$ cat src/rtl/reg_bank_scoreboard.sv
// Register bank with writeback bypass and per-register pending-write scoreboard.
// Decode is stalled while a source has an outstanding write or the destination counter is saturated.
module reg_bank_scoreboard #(
  parameter int DATA_W = 16,
  parameter int ADDR_W = 4,
  parameter int NREG   = 16,
  parameter int PEND_W = 2
) (
  input  logic              clock,
  input  logic              reset_n,
  input  logic [ADDR_W-1:0] rs_addr,
  input  logic [ADDR_W-1:0] rt_addr,
  output logic [DATA_W-1:0] rs_data,
  output logic [DATA_W-1:0] rt_data,
  input  logic              issue_valid,
  input  logic              issue_we,
  input  logic [ADDR_W-1:0] issue_rd,
  output logic              stall,
  input  logic              wb_we,
  input  logic [ADDR_W-1:0] wb_rd,
  input  logic [DATA_W-1:0] wb_data,
  output logic              pending_any,
  output logic              ovf_err,
  output logic              unf_err
);

  localparam logic [PEND_W-1:0] CNT_MAX   = {PEND_W{1'b1}};
  localparam logic [PEND_W-1:0] CNT_ONE   = {{(PEND_W-1){1'b0}}, 1'b1};
  localparam logic [ADDR_W-1:0] ZERO_ADDR = {ADDR_W{1'b0}};

  logic [DATA_W-1:0] regs_r     [NREG];
  logic [PEND_W-1:0] cnt_r      [NREG];
  logic [PEND_W-1:0] cnt_next_s [NREG];
  logic              ovf_r;
  logic              unf_r;
  logic              pending_r;

  logic rs_hit_s;
  logic rt_hit_s;
  logic rd_hit_s;
  logic hazard_s;
  logic full_s;
  logic stall_s;
  logic accept_s;
  logic unf_set_s;
  logic any_next_s;
  logic inc_s;
  logic dec_s;

  // Operand read: r0 is zero, a same-cycle writeback wins over the stored value.
  function automatic logic [DATA_W-1:0] read_port(
    input logic [ADDR_W-1:0] addr,
    input logic              hit,
    input logic [DATA_W-1:0] bypass,
    input logic [DATA_W-1:0] stored
  );
    logic [DATA_W-1:0] val;
    if (addr == ZERO_ADDR) begin
      val = {DATA_W{1'b0}};
    end else if (hit) begin
      val = bypass;
    end else begin
      val = stored;
    end
    return val;
  endfunction

  // Outstanding writes remaining once a same-cycle writeback retires one (never below zero).
  function automatic logic still_pending(input logic [PEND_W-1:0] cnt, input logic hit);
    return (cnt > (hit ? CNT_ONE : {PEND_W{1'b0}}));
  endfunction

  // Bypass matches, hazard/full detection and next counter values.
  always_comb begin
    rs_hit_s   = wb_we && (wb_rd == rs_addr);
    rt_hit_s   = wb_we && (wb_rd == rt_addr);
    rd_hit_s   = wb_we && (wb_rd == issue_rd);
    hazard_s   = ((rs_addr != ZERO_ADDR) && still_pending(cnt_r[rs_addr], rs_hit_s)) ||
                 ((rt_addr != ZERO_ADDR) && still_pending(cnt_r[rt_addr], rt_hit_s));
    full_s     = issue_we && (issue_rd != ZERO_ADDR) && (cnt_r[issue_rd] == CNT_MAX) && !rd_hit_s;
    stall_s    = issue_valid && (hazard_s || full_s);
    accept_s   = issue_valid && !stall_s;
    unf_set_s  = 1'b0;
    any_next_s = 1'b0;
    inc_s      = 1'b0;
    dec_s      = 1'b0;
    for (int r = 0; r < NREG; r++) begin
      cnt_next_s[r] = cnt_r[r];
      if (r == 0) begin
        cnt_next_s[r] = {PEND_W{1'b0}};
      end else begin
        inc_s = accept_s && issue_we && (issue_rd == ADDR_W'(r));
        dec_s = wb_we && (wb_rd == ADDR_W'(r));
        case ({inc_s, dec_s})
          2'b10: cnt_next_s[r] = cnt_r[r] + CNT_ONE;
          2'b01: begin
            if (cnt_r[r] != {PEND_W{1'b0}}) begin
              cnt_next_s[r] = cnt_r[r] - CNT_ONE;
            end else begin
              unf_set_s = 1'b1;
            end
          end
          default: cnt_next_s[r] = cnt_r[r];
        endcase
      end
      any_next_s = any_next_s || (cnt_next_s[r] != {PEND_W{1'b0}});
    end
  end

  // Drive combinational read ports and stall.
  always_comb begin
    rs_data = read_port(rs_addr, rs_hit_s, wb_data, regs_r[rs_addr]);
    rt_data = read_port(rt_addr, rt_hit_s, wb_data, regs_r[rt_addr]);
    stall   = stall_s;
  end

  // State update: register file, counters and sticky flags.
  always_ff @(posedge clock) begin
    if (!reset_n) begin
      for (int r = 0; r < NREG; r++) begin
        regs_r[r] <= {DATA_W{1'b0}};
        cnt_r[r]  <= {PEND_W{1'b0}};
      end
      ovf_r     <= 1'b0;
      unf_r     <= 1'b0;
      pending_r <= 1'b0;
    end else begin
      if (wb_we && (wb_rd != ZERO_ADDR)) begin
        regs_r[wb_rd] <= wb_data;
      end
      for (int r = 0; r < NREG; r++) begin
        cnt_r[r] <= cnt_next_s[r];
      end
      ovf_r     <= ovf_r || (issue_valid && full_s);
      unf_r     <= unf_r || unf_set_s;
      pending_r <= any_next_s;
    end
  end

  assign pending_any = pending_r;
  assign ovf_err     = ovf_r;
  assign unf_err     = unf_r;

endmodule

$ cat config.mk
export PLATFORM = sky130hd
export DESIGN_NAME = reg_bank_scoreboard
export DESIGN_NICKNAME = d
export VERILOG_FILES = /design/src/rtl/reg_bank_scoreboard.sv
export SDC_FILE = /design/constraint.sdc
export NUM_CORES = 1
export LEC_CHECK = 0
export CAP_MARGIN = 20
export CELL_PAD_IN_SITES_DETAIL_PLACEMENT = 1
export CELL_PAD_IN_SITES_GLOBAL_PLACEMENT = 1
export CORE_AREA = 2 2 210 192
export CTS_CLUSTER_DIAMETER = 40
export CTS_CLUSTER_SIZE = 12
export DETAILED_ROUTE_END_ITERATION = 10
export DIE_AREA = 0 0 212 194
export PLACE_DENSITY_LB_ADDON = 0.1
export SKIP_CTS_REPAIR_TIMING = 1
export SYNTH_ARGS = -nofsm -noshare
export SYNTH_HDL_FRONTEND = slang
export SYNTH_SLANG_ARGS = --single-unit
$ cat constraint.sdc
create_clock -name clock -period 5.1 [get_ports clock]
set_input_delay 0.51 -clock clock [delete_from_list [all_inputs] [get_ports clock]]
set_output_delay 0.51 -clock clock [all_outputs]
set_load 0.005 [all_outputs]
# Word-level counts from Yosys, hierarchy flattened
# Memories as Yosys holds them, arrays and structs flattened.
# Index checks and enable logic that the tools add are counted.
[classes]
add_sub_neg = 30
order_cmp = 2
n_eq_ne = 64
n_mux = 90
bitwise = 16
reduce_logical = 100
[op_table]
columns = ["operator", "count"]
rows = [
  ["$mux 16", 5],
  ["$eq 4x4->1 const B", 16],
  ["$mux 2", 31],
  ["$pmux 2 s2", 15],
  ["$reduce_bool 2->1", 30],
  ["$logic_and 1x1->1", 43],
  ["$mux 1", 38],
  ["$eq 2x2->1 const B", 16],
  ["$eq 4x3->1 const B", 8],
  ["$add 2x1->2 const B", 15],
  ["$eq 2x1->1 const B", 15],
  ["$sub 2x1->2 const B", 15],
  ["$logic_or 1x1->1", 18],
  ["$eq 4x2->1 const B", 4],
  ["$or 1x1->1", 16],
  ["$reduce_bool 4->1", 4],
  ["$reduce_or 16->1", 1],
  ["$eq 4x4->1", 3],
  ["$eq 4x1->1 const B", 2],
  ["$logic_not 4->1", 2],
  ["$gt 2x1->1", 2],
  ["$mux 4", 1],
  ["$logic_not 1->1", 2],
]
[totals]
ff_bits = 3
ramBits = 288
inputBits = 37
elab_cells = 307
memories = 2
[mem_list]
columns = ["memory", "depth", "word_bits", "read_ports", "rd_ports_with_merged_regs", "wr", "line_no", "source"]
rows = [
  ["regs_r", 16, 16, 2, 0, 16, "31", "logic [DATA_W-1:0] regs_r [NREG];"],
  ["cnt_r", 16, 2, 18, 0, 16, "32", "logic [PEND_W-1:0] cnt_r [NREG];"],
]

# Longest topological paths before layout
[depth]
depth_word = 43
depth_mapped = 21

# Worst setup path before layout
# No wires, ideal clock.
[synth_path]
path_type = "input to register"
from = "input port rs_addr[0]"
to = "register pending_r, in the netlist pending_any"
t_arrival_ns = 5.161
required_ns = 4.975
slack_ns = -0.186
path_stages = 19
cell_sequence = "clkbuf_1 buf_2 buf_2 mux4_2 mux4_2 inv_1 ha_1 o21ai_0 a21oi_1 a31o_2 o32ai_2 buf_6 or3_1 ha_1 nor2b_1 a31oi_1 or4_1 or4_1 o41a_1"
[synth_via]
elab_chain_len = 29
[synth_rtl]
columns = ["item", "line_no", "source"]
rows = [
  ["start: declaration", "11", "input logic [ADDR_W-1:0] rs_addr,"],
  ["parallel branches: the longest is 4 deep, another holds $mem_v2 16x2", "--", ""],
  ["$logic_and 1x1->1 *", "78", "hazard_s = ((rs_addr != ZERO_ADDR) && still_pending(cnt_r[rs_addr], rs_hit_s)) ||"],
  ["$logic_or 1x1->1 *", "78", ""],
  ["$logic_or 1x1->1 *", "81", "stall_s = issue_valid && (hazard_s || full_s);"],
  ["$logic_and 1x1->1 *", "81", ""],
  ["$logic_not 1->1 *", "82", "accept_s = issue_valid && !stall_s;"],
  ["$logic_and 1x1->1 *", "82", ""],
  ["$logic_and 1x1->1 *", "92", "inc_s = accept_s && issue_we && (issue_rd == ADDR_W'(r));"],
  ["$logic_and 1x1->1", "92", ""],
  ["$eq 2x1->1 or $eq 2x2->1 (tied branches)", "94", "case ({inc_s, dec_s})"],
  ["$pmux 2 s2", "94", ""],
  ["$reduce_bool 2->1", "106", "any_next_s = any_next_s || (cnt_next_s[r] != {PEND_W{1'b0}});"],
  ["$logic_or 1x1->1 (13 in series)", "106", ""],
  ["$logic_or 1x1->1 *", "106", ""],
  ["end signal: assignment", "136", "pending_r <= any_next_s;"],
  ["end: declaration", "36", "logic pending_r;"],
]
# Mark *: on every way between the ends.
# A chain may end at the register's enable or synchronous reset.

==> impl_metrics.tcl <==
set metrics [dict create \
    status "complete, no violations" \
    first_iter_violations 1337 \
    first_global_vias 13300 \
    cts-root-buf "clkbuf_16" \
    async_flop_share_pct 0 \
    timing.reg2reg.setup_slack_ns 0.16 \
    post-route-period-util_pct 96.8 \
    syn_area_mm2 0.0181 \
    slew_headroom_pct 28.2 \
    viasPerCell 6.14 \
    drive_gt1_share_pct 26.8 \
    nNetsFinal 1594 \
    holdWs_ns 0.478 \
    clock_latency_ns 0.59 \
    synth-edff-count 256 \
    final_cells 2059 \
    area_delta_synth_final_pct 19.3 \
    ys_warn_count 0 \
    cap_violations 0 \
    numPortBuffers 72 \
    max_freq_ghz 0.203 \
    wirelength_um 61700 \
    crit_start "cnt_r[8][0]$_SDFF_PN0_" \
    syn_inst 1356 \
    drv_slew 0 \
    min_path_type "register to register" \
    clock_sinks 289 \
    fin_crit_ns 4.94 \
    dieArea_mm2 0.0411 \
    grtUsageTotal_pct 31.0 \
    cp-endpoint "pending_any$_SDFF_PN0_" \
    antenna_left 0 \
    worstPathMaxFanout 14 \
    powerDensity_mw_per_mm2 333 \
    synth.avg_cell_area_um2 13.3 \
    ff2ff_path_depth 16 \
    skew_ns 0.0107 \
    dp_cells 1956 \
    tightest_slew_ns 1.07 \
    first_pass_iters 5 \
    p_leak_nw 7.76 \
    start_util_pct 46.5 \
    clk_pin_slew_worst_paths_ns 0.05 \
    ys_ff_latch 289 \
    die_h_um 194 \
    gr-total-overflow 0 \
    place_congestion 0.927 \
    cts_tree "done" \
    cts_made_buffers 52 \
    critPathKind "register to register" \
    utilization_pct 55.4 \
    placementRows 69 \
    routedWlPerCell_um 30.0 \
    cp-end-kind "register" \
    antenna_found_initial 9 \
    hpwl_um 40900 \
    synth_seq_area_share_pct 46.2 \
    remaining_drc_errors 0 \
    cp.required_ns 5.57 \
    via_count 12600 \
    worstReg2RegStart "cnt_r[8][0]$_SDFF_PN0_" \
    synth_cell_types 56 \
    hold_viol_final 0 \
    core_area_mm2 0.0389 \
    worstPathArrival_ns 5.41 \
    synth-main-ff-cell "edfxtp_1" \
    peakVddDrop_mv 0.242 \
    ioPinCount 73 \
    fillerInstances 3856 \
    htree_levels 2 \
    grt_max_degree 58 \
    r2r_end "pending_any$_SDFF_PN0_" \
    die_width_um 212 \
    clockBufferDepth 3 \
    finalSetupViolCount 0 \
    grt_pass1_wl_um 90900 \
    start_kind "register" \
]
## area by class of cell
cell class	instances	area (um2)	share of cell area, %
clock inverters	43	387	1.79
repair buffers	156	1390	6.45
well taps	532	666	3.08
multi-input cells	922	9220	42.7
flip-flops and latches	289	8360	38.7
clock buffers	55	1330	6.18
diodes	3	7.51	0.0348
inverters	59	221	1.03
## through the flow
| step | setup TNS, ns | cell area (um2) | setup slack [ns] | power, mW |
|---|---|---|---|---|
| floorplan | 0 | 18200 | 0.00272 | 3.36 |
| global placement | 0 | 19800 | 0.0590 | 3.78 |
| detailed placement | -0.0952 | 19800 | -0.0952 | 3.80 |
| CTS | 0 | 21500 | 0.0904 | 7.22 |
| global route | -0.00135 | 21600 | -0.00135 | 7.39 |
| finish | 0 | 21600 | 0.163 | 7.19 |
## synthesized netlist by cell type (2+ instances only)
cell	number	share of area (%)
nand2b_1	21	0.73
a21boi_0	2	0.083
buf_2	29	0.80
a211oi_2	2	0.14
o22ai_1	3	0.10
buf_4	2	0.083
a21oi_1	7	0.19
buf_1	2	0.042
mux2_1	3	0.19
xnor2_1	3	0.15
dfxtp_1	33	3.7
mux4_2	175	22
inv_1	59	1.2
nand3_1	11	0.30
o32ai_1	3	0.15
o31ai_1	3	0.12
clkbuf_1	62	1.3
a221o_1	11	0.61
and2_1	257	8.9
a22o_1	2	0.097
or3_1	10	0.35
nor3_1	10	0.28
a31oi_1	11	0.38
edfxtp_1	256	42
buf_6	6	0.37
a22oi_1	6	0.25
mux2i_1	39	2.2
nand2_1	43	0.89
nor2_1	89	1.8
a221oi_1	8	0.39
nor2b_1	24	0.83
nor3_2	10	0.55
or4_1	5	0.21
nor4_1	4	0.14
and4_1	3	0.15
o21ai_0	23	0.64
and3_1	2	0.069
mux2_2	6	0.37
nand4_1	6	0.21
nor4_2	2	0.14
nand3b_1	4	0.17
ha_1	77	5.3
xor2_1	9	0.44
## kinds of logic (layout without fill, tap and decap cells)
kind of cell | count (synthesis) | after routing | synth area share, %
mux | 224 | 224 | 24.6
compound gates | 89 | 89 | 3.60
buf+inv | 160 | 313 | 3.81
simple gates | 504 | 504 | 15.9
fa+ha+maj | 77 | 77 | 5.33
xor+xnor | 12 | 12 | 0.581
flops | 289 | 289 | 46.2
other cells | 1 | 19 | 0.0207
## flip-flops by register name (all words and copies together) (netlist names)
| signal | cells |
|---|---|
| regs_r | 256 |
| unf_err | 1 |
| pending_any | 1 |
| ovf_err | 1 |
| cnt_r | 30 |
## critical path: stages, from the launching register on
cell     delay, ns
dfxtp_1       0.41
mux4_2        0.49
mux4_2        0.49
inv_1         0.09
ha_1          0.17
o21ai_0       0.09
a21oi_1       0.15
a31o_2        0.21
o32ai_4       0.10
buf_12        0.18
or4_4         0.44
ha_4          0.29
nor2b_1       0.13
a31oi_1       0.07
or4_1         0.52
or4_1         0.56
o41a_1        0.43
## routing by layer
layer | vias to the layer above | part of all wire, % | track usage, %
li1 | 5358 | - | -
met1 | 6628 | 45 | 45.9
met2 | 531 | 44 | 45.4
met3 | 119 | 8.8 | 7.39
met4 | 6 | 2.4 | 9.00
met5 | - | 0.062 | 0
## worst min-delay path by stage
stage | startpoint | end | cells past startpoint
global placement | ovf_err$_SDFF_PN0_ | ovf_err$_SDFF_PN0_ | 2
global route | ovf_err$_SDFF_PN0_ | ovf_err$_SDFF_PN0_ | 2
CTS | ovf_err$_SDFF_PN0_ | ovf_err$_SDFF_PN0_ | 2
detailed placement | ovf_err$_SDFF_PN0_ | ovf_err$_SDFF_PN0_ | 2
finish | ovf_err$_SDFF_PN0_ | ovf_err$_SDFF_PN0_ | 2
floorplan | ovf_err$_SDFF_PN0_ | ovf_err$_SDFF_PN0_ | 2
## power by group
part / internal (mW) / leakage [nW] / total (mW) / switching (mW)
registers: 2.71 / 2.72 / 2.80 / 0.0831
logic: 0.473 / 4.22 / 0.970 / 0.497
clock network: 2.06 / 0.819 / 3.42 / 1.37
## placed cells by master (no fill, tap or decap), types with 8 or more instances in the layout
| cell | synthesis | layout |
|---|---|---|
| conb_1 | 1 | 16 |
| mux2i_1 | 39 | 39 |
| and2_1 | 257 | 257 |
| o21ai_0 | 23 | 14 |
| a221o_1 | 11 | 11 |
| or3_1 | 10 | 10 |
| o21ai_2 | 0 | 9 |
| ha_1 | 77 | 76 |
| xor2_1 | 9 | 9 |
| nand2b_1 | 21 | 21 |
| a31oi_1 | 11 | 11 |
| clkbuf_16 | 0 | 53 |
| mux4_2 | 175 | 175 |
| clkinvlp_4 | 0 | 10 |
| nand3_1 | 11 | 11 |
| inv_1 | 59 | 58 |
| buf_4 | 2 | 82 |
| nor3_2 | 10 | 13 |
| clkdlybuf4s50_1 | 0 | 66 |
| edfxtp_1 | 256 | 256 |
| a221oi_1 | 8 | 8 |
| nor2b_1 | 24 | 24 |
| nor2_1 | 89 | 88 |
| nand2_1 | 43 | 43 |
| inv_6 | 0 | 16 |
| dfxtp_1 | 33 | 25 |
Note: power is estimated with default switching activity, not from simulation.
